`src/rtl/operand_sequencer.sv`:
```
// operand_sequencer
//   Collects four butterfly operands from the switches, one per load-button
//   press, then launches the butterfly datapath and waits for it to finish,
//   falling into an error state if no completion pulse arrives in time.
//
// Ports
//   clk        system clock, rising edge
//   nReset     asynchronous active-low reset
//   load_btn   debounced level: capture sw into the next operand
//   run_btn    debounced level: start the butterfly
//   clr_btn    debounced level: abort and clear all operands
//   sw         switch value captured as the current operand
//   bfly_done  one-cycle completion pulse from the datapath
//   a_re/a_im/b_re/b_im  registered operands to the datapath
//   bfly_start one-cycle start pulse, high on the first RUN cycle
//   state_o    registered state code for display
//   err        registered, high while in ERR
module operand_sequencer #(
    parameter int unsigned DATA_W  = 8,
    parameter int unsigned TIMEOUT = 255
) (
    input  logic              clk,
    input  logic              nReset,
    input  logic              load_btn,
    input  logic              run_btn,
    input  logic              clr_btn,
    input  logic [DATA_W-1:0] sw,
    input  logic              bfly_done,
    output logic [DATA_W-1:0] a_re,
    output logic [DATA_W-1:0] a_im,
    output logic [DATA_W-1:0] b_re,
    output logic [DATA_W-1:0] b_im,
    output logic              bfly_start,
    output logic [2:0]        state_o,
    output logic              err
);

    typedef enum logic [2:0] {
        StLdAre = 3'd0,
        StLdAim = 3'd1,
        StLdBre = 3'd2,
        StLdBim = 3'd3,
        StReady = 3'd4,
        StRun   = 3'd5,
        StDone  = 3'd6,
        StErr   = 3'd7
    } state_t;

    localparam logic [16:0] TimeoutVal = 17'(TIMEOUT);

    state_t            state_q, state_d;
    logic [DATA_W-1:0] a_re_q, a_re_d, a_im_q, a_im_d;
    logic [DATA_W-1:0] b_re_q, b_re_d, b_im_q, b_im_d;
    logic [15:0]       cnt_q, cnt_d;
    logic [16:0]       cnt_inc;
    logic              start_q, start_d;
    logic              err_q, err_d;
    logic              load_prev_q, run_prev_q, clr_prev_q;
    logic              load_edge, run_edge, clr_edge;

    assign load_edge = load_btn & ~load_prev_q;
    assign run_edge  = run_btn & ~run_prev_q;
    assign clr_edge  = clr_btn & ~clr_prev_q;
    assign cnt_inc   = {1'b0, cnt_q} + 17'd1;

    always_comb begin
        state_d = state_q;
        a_re_d  = a_re_q;
        a_im_d  = a_im_q;
        b_re_d  = b_re_q;
        b_im_d  = b_im_q;
        cnt_d   = cnt_q;
        if (clr_edge) begin
            state_d = StLdAre;
            a_re_d  = '0;
            a_im_d  = '0;
            b_re_d  = '0;
            b_im_d  = '0;
            cnt_d   = '0;
        end else begin
            unique case (state_q)
                StLdAre: if (load_edge) begin a_re_d = sw; state_d = StLdAim; end
                StLdAim: if (load_edge) begin a_im_d = sw; state_d = StLdBre; end
                StLdBre: if (load_edge) begin b_re_d = sw; state_d = StLdBim; end
                StLdBim: if (load_edge) begin b_im_d = sw; state_d = StReady; end
                StReady, StDone: begin
                    // Run wins over a simultaneous load.
                    if (run_edge) begin
                        state_d = StRun;
                        cnt_d   = '0;
                    end else if (load_edge) begin
                        state_d = StLdAre;
                    end
                end
                StRun: begin
                    // Completion beats a timeout landing on the same cycle.
                    if (bfly_done) begin
                        state_d = StDone;
                    end else begin
                        cnt_d = cnt_inc[15:0];
                        if (cnt_inc >= TimeoutVal) state_d = StErr;
                    end
                end
                StErr: ;
                default: state_d = StLdAre;
            endcase
        end
        // Start pulse only on the cycle RUN is entered.
        start_d = (state_d == StRun) && (state_q != StRun);
        err_d   = (state_d == StErr);
    end

    always_ff @(posedge clk or negedge nReset) begin
        if (!nReset) begin
            state_q     <= StLdAre;
            a_re_q      <= '0;
            a_im_q      <= '0;
            b_re_q      <= '0;
            b_im_q      <= '0;
            cnt_q       <= '0;
            start_q     <= 1'b0;
            err_q       <= 1'b0;
            // Prev at 1 so a button held through reset release is not an edge.
            load_prev_q <= 1'b1;
            run_prev_q  <= 1'b1;
            clr_prev_q  <= 1'b1;
        end else begin
            state_q     <= state_d;
            a_re_q      <= a_re_d;
            a_im_q      <= a_im_d;
            b_re_q      <= b_re_d;
            b_im_q      <= b_im_d;
            cnt_q       <= cnt_d;
            start_q     <= start_d;
            err_q       <= err_d;
            load_prev_q <= load_btn;
            run_prev_q  <= run_btn;
            clr_prev_q  <= clr_btn;
        end
    end

    assign a_re       = a_re_q;
    assign a_im       = a_im_q;
    assign b_re       = b_re_q;
    assign b_im       = b_im_q;
    assign bfly_start = start_q;
    assign state_o    = state_q;
    assign err        = err_q;

endmodule
```
`config.mk`:
```
export PLATFORM = sky130hd
export DESIGN_NAME = operand_sequencer
export DESIGN_NICKNAME = d
export VERILOG_FILES = /design/src/rtl/operand_sequencer.sv
export SDC_FILE = /design/constraint.sdc
export NUM_CORES = 1
export LEC_CHECK = 0
export ABC_AREA = 1
export CORE_MARGIN = 5
export CORE_UTILIZATION = 39
export DETAILED_ROUTE_END_ITERATION = 16
export PLACE_DENSITY_LB_ADDON = 0.15
export SLEW_MARGIN = 25
export SYNTH_ARGS = -nofsm -noshare
export SYNTH_HDL_FRONTEND = slang
export SYNTH_SLANG_ARGS = --single-unit
```
`constraint.sdc`:
```
create_clock -name clk -period 2.1 [get_ports clk]
set_input_delay 0.42 -clock clk [delete_from_list [all_inputs] [get_ports clk]]
set_output_delay 0.42 -clock clk [all_outputs]
set_load 0.01 [all_outputs]
```
Word level (Yosys, flattened, before mapping)
Index checks and enable logic that the tools add are counted.
{"block": "op_classes", "addsub": 1, "n_lt_le_gt_ge": 1, "n_eq_ne": 11, "muxes": 23, "n_bitwise": 6, "reduce_logical": 14}
{"cell": "$mux 8", "count": 9}
{"cell": "$mux 16", "count": 3}
{"cell": "$pmux 16 s2", "count": 1}
{"cell": "$mux 3", "count": 9}
{"cell": "$pmux 3 s6", "count": 1}
{"cell": "$add 16x1->17 const B", "count": 1}
{"cell": "$ge 17x8->1 const B", "count": 1}
{"cell": "$eq 3x3->1 const B", "count": 5}
{"cell": "$reduce_bool 2->1", "count": 5}
{"cell": "$ne 3x3->1 const B", "count": 3}
{"cell": "$reduce_and 2->1", "count": 4}
{"cell": "$eq 3x2->1 const B", "count": 2}
{"cell": "$and 1x1->1", "count": 3}
{"cell": "$eq 3x1->1 const B", "count": 1}
{"cell": "$logic_not 3->1", "count": 1}
{"cell": "$not 1->1", "count": 3}
{"cell": "$reduce_and 3->1", "count": 1}
{"cell": "$reduce_bool 3->1", "count": 1}
{"cell": "$reduce_or 2->1", "count": 1}
{"cell": "$logic_and 1x1->1", "count": 1}
{"block": "word_totals", "ff_bits": 56, "output_inout_bits": 37, "elab_cells": 67}

Longest topological paths before layout
Gate-level depths: netlist of the first run.
{"block": "logic_depth", "word_depth": 8, "mapped_depth": 15, "depth_no_buf": 15}

Worst setup path before layout of the first run
No wires, ideal clock.
{"block": "synth_timing", "path_type": "flip-flop to flip-flop", "from": "reg cnt_q[1]", "to": "reg err_q, in the netlist err", "arrival_time_ps": 1625, "path_slack_ps": 360, "path_stages_with_launch": 15, "n_path_buf": 0, "period_less_slack_ps": 1740, "path_cell_list": "dfrtp_1 ha_1 nand2_4 nor2_4 nand2_4 nor2_4 nand2_1 nand2_1 nand2_2 nor2_1 nand3_1 nand2_2 nand2_2 nand2_2 nor2_2"}
{"block": "synth_via", "elab_chain_cells": 7}
{"item": "from (decl)", "line": "54", "text": "logic [15:0] cnt_q, cnt_d;"}
{"item": "from (signal assigned)", "line": "133", "text": "cnt_q <= cnt_d;"}
{"item": "$add 16x1->17", "line": "64", "text": "assign cnt_inc = {1'b0, cnt_q} + 17'd1;"}
{"item": "$ge 17x8->1", "line": "101", "text": "if (cnt_inc >= TimeoutVal) state_d = StErr;"}
{"item": "$mux 3", "line": "101"}
{"item": "$mux 3", "line": "97", "text": "if (bfly_done) begin"}
{"item": "$pmux 3 s6", "line": "81", "text": "unique case (state_q)"}
{"item": "$mux 3", "line": "73", "text": "if (clr_edge) begin"}
{"item": "named net state_d[1]", "line": "51", "text": "state_t state_q, state_d;"}
{"item": "$eq 3x3->1", "line": "110", "text": "err_d = (state_d == StErr);"}
{"item": "named net err_d", "line": "57", "text": "logic err_q, err_d;"}
{"item": "to (signal assigned)", "line": "135", "text": "err_q <= err_d;"}
{"item": "to (decl)", "line": "57"}
The timed path passes the listed nets, and every way through them passes these cells.
A chain may end at the register's enable or synchronous reset.

Worst setup path in the final report of the first run
{"block": "layout_timing", "from": "reg cnt_q[0]", "to": "reg err_q, in the netlist err"}
Same word-level chain as after synthesis.

==> results.md, run 1 <==
- Post-route ant nets: 0
- Post-synth EDFFs: 0
- Min Hold Slack: 0.0312 ns
- Hold Vio Cnt, Final: 0
- Post-CTS Setup Inserts: 0
- Layout area overhead: 31.1%
- Num CTS Buffers: 5
- Cell taking the most area after synthesis: dfrtp_1
- Htree depth: 2
- DP HPWL: 4670 um
- Asr flop ratio synth: 100%
- Max frequency: roughly 0.52 GHz
- Cell chosen for the clock root: clkbuf_8
- Synth warn: 0
- Mapped Cells: slightly below 300
- CP bufs+invs: 0
- Via-to-Cell Ratio: 4.81
- Relative slew slack: 71.5%
- Pwr dens: 877 nW/um2
- Antenna diodes: 0
- Clock Sink Count: 56
- Yosys top cell area share: 47.6%
- Slew Viols, Final: 0
- Leakage power: 1.60 nW
- # rows: 30
- Status: finished, final reports clean
- Routed wire length: 6120 um
- Max Fanout on Critical Path: 6
- Remaining DRCs: 0
- Setup violators final: 0
- Chip width: approximately 94 um
- Clock Skew: 0.00416 ns
- Vias in the first global route: 2,142
- Yosys cell types: 29
- Setup Crit Path Kind: register to register
- CTS tree: yes
- Worst Setup End Kind: register
- FF+latch count, synth: 56
- Worst vdd ir: approximately 450 uV
- Fillers: 642
- Drt initial violations: around 110
- GR Util All Layers: 14.9%
- Dpl ws: -0.0109 ns
- Mapped Area: 2780 um2
- Period utilization: slightly above 90%
- # IOs: 51
- Die area: between 8000 and 9000 um2
- Worst Path Arrival: 2.12 ns
- Startpoint types: register
- Core ar.: roughly 6900 um2
- Grt ovf: 0
- Pin count of the biggest net entering global routing: 41
- Most common cell in the netlist: dfrtp_1
- Synth area leaders: dfrtp_1 48%, mux2_2 13%, nand2_1 6.1%
- Slowest-stage cell, CP: dfrtp_1
- Crit path max-delay family: simple AND/OR/NAND/NOR gates
- First-pass iteration count of the detailed router: 4
- Syn Nets: approximately 310
- Vias: 2,181
- Number of port buffers: 50
- Placed cells: 445
- Final Non-Filler Cells: around 450
- Sequential area share after synthesis: about 50%
- RSZ-0062 raised after global routing: no
- Crit-path max cell delay: 0.42 ns
- Reg clk slew, reported paths: 0.10 ns
- Initial core utilization: 40.5%
- Mean Syn Cell Area: 9.60 um2
- Worst-Skew Late Latency: 0.31 ns
- Main flop type after synthesis: dfrtp_1
- Initial antenna violation count: 0
- Final WS setup: ~0.19 ns
- Die Ht: ~94 um
- Worst hold path class: input pin to asynchronous set/reset pin
- Routed WL per cell: between 10 and 15 um
- Worst-margin pin slew: roughly 0.43 ns
- Final Wtd Congestion: 0.844
- Layout cell share with drive strength beyond 1: between 20% and 30%
- Req. time, crit path: 2.31 ns
- Most frequent cells after synthesis: 53 x dfrtp_1, 45 x nand2_1, 39 x inv_1, 32 x mux2_2, 29 x nor2_1
- Largest buffer count on any clock path: 2
- Max-cap violation count: 0
- Min Clock Period, post-route: 1.91 ns
- Setup TNS: 0 ns
- Worst-path cell chain: ha_2, nand2_4, nor2_4, nand2_4, nand2_1, nand2_1, nor2_1, nand2_1, nor2_1, nand3_1, nand2_2, nand2_2, nand2_2, nor2_2
- Global-route wire length before repair: slightly above 10,000 um
- Final #Nets: around 370
-- final cells by class --
type / count / area (um2) / share of cell area [%]
well taps: 96 / 120 / 3.29
flip-flops and latches: 56 / 1410 / 38.5
inverters: 41 / 154 / 4.22
clock inverters: 2 / 60.1 / 1.65
multi-input cells: 191 / 1210 / 33.1
repair buffers: 61 / 628 / 17.2
clock buffers: 6 / 72.6 / 1.99
-- metal layers --
layer  GRT usage [%]  vias to the layer above  part of all wire (%)
met5               0                        -                     0
met4            6.01                        0                   1.8
met3            3.27                        7                   3.3
met2            23.0                       45                    48
met1            20.2                     1038                    47
li1                -                     1091                     -
-- sequential cells by signal, summed over array words and instances (netlist names) --
signal       count
a_re             8
cnt_q           16
clr_prev_q       1
load_prev_q      1
err              1
state_o          3
run_prev_q       1
a_im             8
b_re             8
b_im             8
bfly_start       1
-- kinds of logic after synthesis --
| group | Yosys count | synth area share [%] |
|---|---|---|
| AND/OR/NAND/NOR | 131 | 23.7 |
| flip-flops | 56 | 50.5 |
| buffers and inverters | 43 | 6.20 |
| multiplexers | 32 | 12.9 |
| AO/OA/AOI/OAI | 24 | 5.12 |
| XOR/XNOR | 2 | 0.629 |
| adder cells (fa/ha/maj) | 2 | 0.899 |
-- per-stage QoR --
| stage | area, um2 | util, % | power [mW] |
|---|---|---|---|
| after CTS | 3650 | 53.1 | 3.25 |
| final | 3650 | 53.1 | 3.20 |
| after global routing | 3650 | 53.1 | 3.38 |
| after detailed placement | 3510 | 51.1 | 2.42 |
| after floorplan | 2780 | - | 1.84 |
| after global placement | 3510 | 51.1 | 2.40 |
-- what timing repair did --
item | in CTS | in global routing
setup endpoints to repair | 0 | 2
hold buffers | 0 | 0
gates resized for setup | 0 | 1
-- layout by cell type, fill, tap and decap left out, drive strengths merged, types with 7 or more instances in the layout --
cell            n
nand4           7
nand3          25
dfrtp          53
clkdlybuf4s50  49
mux2           32
o22ai           9
buf            12
nor2           38
nand2          57
o21ai          11
inv            40
-- power by group --
group          switching [mW]  total, mW  internal, mW
Clock                   0.347      0.824         0.477
Sequential              0.130       1.40          1.27
Combinational           0.406      0.976         0.570
Total                   0.883       3.20          2.32
-- path summary, 6_finish.rpt --
| check | start | endpoint | slack, ns | cells past startpoint |
|---|---|---|---|---|
| setup reg to reg | cnt_q[0]$_DFFE_PN0P_ | err$_DFF_PN0_ | 0.19 | 14 |
| setup / recovery | cnt_q[0]$_DFFE_PN0P_ | err$_DFF_PN0_ | 0.19 | 14 |
| max in group asynchronous | nReset | b_re[0]$_DFFE_PN0P_ | 1.52 | 2 |
| min in group clk | b_re[3]$_DFFE_PN0P_ | b_re[3]$_DFFE_PN0P_ | 0.51 | 1 |
| hold / removal | nReset | cnt_q[8]$_DFFE_PN0P_ | 0.03 | 1 |
| hold reg to reg | b_re[3]$_DFFE_PN0P_ | b_re[3]$_DFFE_PN0P_ | 0.51 | 1 |
Note: power is estimated with default switching activity, not from simulation.
==> run 2: changes to the inputs <==
Clock period 2.1 ns to 2.2 ns, I/O delays scaled along.
==> results.md, run 2 (synthesis gave the netlist of run 1 again) <==
- Status: finished, final reports clean
- Pwr dens: between 700 and 800 nW/um2
- Global-route wire length before repair: 10,400 um
- Clock Skew: 0.00595 ns
- GR Util All Layers: between 10 and 15%
- Tot Pwr: about 2.9 mW
- Core ar.: around 6900 um2
- CTS tree: yes
- Initial antenna violation count: 0
- Antenna diodes: 0
- Remaining DRCs: 0
- # IOs: 51
- Max frequency: 0.510 GHz
- Reg clk slew, reported paths: ~0.10 ns
- Hold Vio Cnt, Final: 0
- Max-cap violation count: 0
- Final Non-Filler Cells: 450
- # rows: 30
- Vias in the first global route: 2,152
- Met2 usage: 23.3%
- Fillers: 646
- Met1 Usage GRT: around a fifth
- Commonest non-fill, non-tap cell in the layout: dfrtp_1
- Final WS setup: 0.239 ns
- Vias: 2,159
- Max Fanout on Critical Path: 6
- Multi-input logic area: between 1000 and 1500 um2
- Setup Crit Path Kind: register to register
- Worst Setup End Kind: register
- Chip width: about 94 um
- Setup TNS: 0 ns
- Min Clock Period, post-route: 1.96 ns
- Leakage power: 1.57 nW
- Dpl ws: 0.0170 ns
- Worst-margin pin slew: between 0.5 and 0.6 ns
- Htree depth: 2
- Layout cell share with drive strength beyond 1: a little under a quarter
- Reg-to-Reg End: err$_DFF_PN0_
- RSZ-0062 raised after global routing: no
- Largest buffer count on any clock path: 2
- Min Hold Slack: 0.0786 ns
- Pin count of the biggest net entering global routing: 38
- Die area: between 8000 and 9000 um2
- Commonest non-fill, non-tap cells in the layout: 53 x dfrtp_1, 49 x clkdlybuf4s50_1, 45 x nand2_1
- Final Wtd Congestion: 0.837
- Period utilization: 89.1%
- Die Ht: 94.5 um
- Startpoint types: register
- Worst hold path class: input pin to asynchronous set/reset pin
- Initial core utilization: between 40% and 50%
- Num CTS Buffers: 5
- Clock Sink Count: 56
- Layout area overhead: 28.5%
- Met3 Use GR: under 10%
- Register Area: about 1400 um2
- R2r startpoint: cnt_q[1]$_DFFE_PN0P_
- Via-to-Cell Ratio: 4.80
- Req. time, crit path: 2.41 ns
- Largest register by flop count: cnt_q
- R2r setup slk: between 0.2 and 0.25 ns
- Routed wire length: ~6200 um
- Routed WL per cell: around 14 um
- Cell chosen for the clock root: clkbuf_8
- Worst Path Arrival: around 2.2 ns
- Max reg flops: 16
- First-pass iteration count of the detailed router: 4
- Placed cells: 442
- Worst-Skew Late Latency: approximately 0.31 ns
- Worst vdd ir: between 300 and 400 uV
- Number of port buffers: 50
- Drt initial violations: about 120
- Slew Viols, Final: 0
- Post-route ant nets: 0
- GR peak layer: met2
- DP HPWL: 4710 um
- Setup violators final: 0
- Grt ovf: 0
- Relative slew slack: about two thirds
- Final #Nets: 369
- Cells on worst reg2reg path: 14
run 2: stage by stage:
step                util (%)  area (um2)
global route            52.1        3580
finish                  52.1        3580
CTS                     52.0        3570
floorplan                  -        2780
global placement        50.6        3480
detailed placement      50.6        3480
run 2: worst max-delay path: stages (launching register included):
cell and delay (ns):
dfrtp_1 0.46, ha_2 0.27, nand2_4 0.08, nor2_4 0.22, nand2_4 0.09, nand2_1 0.07
nand2_1 0.07, nor2_1 0.10, nand2_1 0.06, nor2_1 0.11, nand3_1 0.10, nand2_2 0.09
nand2_2 0.06, nand2_2 0.06, nor2_2 0.03
run 2: area by class of cell:
| type | count | share of cell area (%) |
|---|---|---|
| clock buffers | 5 | 1.92 |
| clock inverters | 3 | 0.769 |
| inverters | 41 | 4.30 |
| multi-input cells | 191 | 33.8 |
| flip-flops and latches | 56 | 39.3 |
| well taps | 96 | 3.36 |
| repair buffers | 58 | 16.6 |
run 2: worst max path at each step:
stage	start	to	depth (start not counted)
6_report	cnt_q[1]$_DFFE_PN0P_	err$_DFF_PN0_	14
2_1_floorplan	cnt_q[1]$_DFFE_PN0P_	err$_DFF_PN0_	14
5_1_grt	cnt_q[1]$_DFFE_PN0P_	err$_DFF_PN0_	14
4_1_cts	cnt_q[1]$_DFFE_PN0P_	err$_DFF_PN0_	14
3_5_place_dp	load_btn	a_im[7]$_DFFE_PN0P_	6
3_3_place_gp	load_btn	a_im[7]$_DFFE_PN0P_	6
run 2: metal layers:
layer	share of wire [%]	wire [um]
met1	47	2900
met2	47	2920
met3	4.3	267
met4	1.8	111
met5	0	0
run 2: repair_timing:
action / 4_1_cts / 5_1_grt
resized for setup: 0 / 1
setup buffers: 0 / 0
hold buffers: 0 / 0
setup endpoints to repair: 0 / 1
run 2: power by group:
part,switching [mW],internal [mW]
combinational,0.385,0.533
sequential,0.129,1.21
clock,0.358,0.235
==> run 3: changes to the inputs <==
Settings changed: PLACE_DENSITY set to 0.62, PLACE_DENSITY_LB_ADDON 0.15 to not set.
Clock period 2.2 ns to 1.95 ns, I/O delays scaled along.
==> results.md, run 3 (synthesis gave the netlist of run 1 again) <==
- Status: finished, final reports clean
- Worst vdd ir: 420 uV
- Relative slew slack: 79.1%
- Chip width: 94.5 um
- Leakage power: 1.63 nW
- Worst-margin pin slew: 0.310 ns
- Largest register by flop count: cnt_q
- Max Fanout on Critical Path: 6
- Htree depth: 2
- # hold bufs at CTS: 0
- Cell chosen for the clock root: clkbuf_8
- Worst Setup End Kind: register
- CTS tree: yes
- Num CTS Buffers: 5
- Layout area overhead: 34.2%
- Max frequency: 0.549 GHz
- Hold Vio Cnt, Final: 0
- Routed WL per cell: 13.6 um
- Period utilization: 93.4%
- Clock Skew: 0.00345 ns
- Metal3 WL: 203 um
- Post-route ant nets: 0
- Setup Crit Path Kind: register to register
- Vias in the first global route: 2,147
- Reg clk slew, reported paths: 0.10 ns
- Worst-path cell chain: ha_4, nand2_4, nor2_4, nand2_4, nor2_4, nand2_1, nand2_1, nand2_2, nor2_1, nand3_1, nand2_2, nand2_2, nand2_2, nor2_2
- Most common cell on crit path: nand2_2
- Final #Nets: 382
- Top sig layer: met4
- # IOs: between 50 and 60
- Worst-Skew Late Latency: 0.31 ns
- Pin count of the biggest net entering global routing: 57
- Setup violators final: 0
- Die area: 8930 um2
- GR Util All Layers: 14.7%
- WL met2: around 3100 um
- Vias: around 2,200
- Min Clock Period, post-route: 1.82 ns
- Min Hold Slack: 0.0574 ns
- First-pass iteration count of the detailed router: 4
- Startpoint types: register
- Worst Path Arrival: 2.04 ns
- Die Ht: 94.5 um
- Wire length on met1: 2990 um
- Largest buffer count on any clock path: 2
- Slowest-stage cell, CP: dfrtp_2
- Pwr dens: 870 nW/um2
- Worst hold path class: input pin to asynchronous set/reset pin
- Crit-path max cell delay: 0.46 ns
- Initial antenna violation count: 0
- # rows: 30
- Global-route wire length before repair: 10,500 um
- Req. time, crit path: 2.16 ns
- Antenna diodes: 0
- Layout cell share with drive strength beyond 1: 28.6%
- Remaining DRCs: 0
- Util after Layout: 54.4%
- Number of port buffers: 50
- Max reg flops: 16
- Max-cap violation count: 0
- Clock Sink Count: 56
- DP HPWL: 4710 um
- Grt ovf: 0
- Slew Viols, Final: 0
- Drt initial violations: 115
- Core ar.: 6870 um2
- Commonest non-fill, non-tap cells in the layout: 49 x dfrtp_1, 49 x clkdlybuf4s50_1, 42 x nand2_1
- Via-to-Cell Ratio: around 4.8
- Routed wire length: 6280 um
- Initial core utilization: 40.5%
- Final Wtd Congestion: 0.828
-- run 3: cell count changes in the layout (fill, tap and decap cells not counted), moves of 2 or more --
cell     delta
nor2_1      -2
buf_4      +11
nand2_2     +3
ha_4        +2
nand2_1     -3
dfrtp_1     -4
dfrtp_2     +4
-- run 3: cell type report --
class | count | area, um2
fillers | 618 | 3130
flip-flops and latches | 56 | 1410
multi-input cells | 191 | 1250
repair buffers | 71 | 707
inverters | 41 | 154
well taps | 96 | 120
clock buffers | 5 | 68.8
clock inverters | 3 | 22.5
-- run 3: metrics by stage --
step           cells  power [mW]  worst slack [ns]  setup TNS [ns]  instance area, um2
3_3_place_gp     454        2.62           -0.0695           -1.27                3580
4_1_cts          462        3.30            0.0531               0                3670
6_report         463        3.25             0.128               0                3740
5_1_grt          463        3.45           -0.0276         -0.0276                3740
2_1_floorplan    290        1.98             0.210               0                2780
3_5_place_dp     454        2.64            -0.111           -2.51                3580
-- run 3: routing by layer --
metal  track usage, %  vias to the layer above
met3             3.11                        5
met2             24.1                       48
met1             20.3                     1040
met4             2.88                        0
met5                0                        -
li1                 -                     1111
-- run 3: critical path: cells and delay by family, from the launching register on --
kind / cells / cell delay (ns)
and+or+nand+nor: 13 / 1.11
DFF: 1 / 0.46
adders and majority gates: 1 / 0.17
-- run 3: where the power goes --
group          internal (mW)  switching [mW]
sequential              1.37           0.125
combinational          0.635           0.469
clock                  0.259           0.396
-- run 3: final timing paths --
check | from | endpoint | slack (ns) | depth (start not counted)
max | cnt_q[1]$_DFFE_PN0P_ | err$_DFF_PN0_ | 0.13 | 14
min | nReset | cnt_q[11]$_DFFE_PN0P_ | 0.06 | 2
max reg2reg | cnt_q[1]$_DFFE_PN0P_ | err$_DFF_PN0_ | 0.13 | 14
min reg2reg | a_im[5]$_DFFE_PN0P_ | a_im[5]$_DFFE_PN0P_ | 0.52 | 1
max in group asynchronous | nReset | clr_prev_q$_DFF_PN1_ | 1.60 | 2
min in group clk | load_btn | load_prev_q$_DFF_PN1_ | 0.50 | 1
-- run 3: what timing repair did --
| item | 4_1_cts | 5_1_grt |
|---|---|---|
| buffers inserted | 0 | 1 |
| resized for setup | 0 | 16 |
| setup endpoints to repair | 0 | 3 |
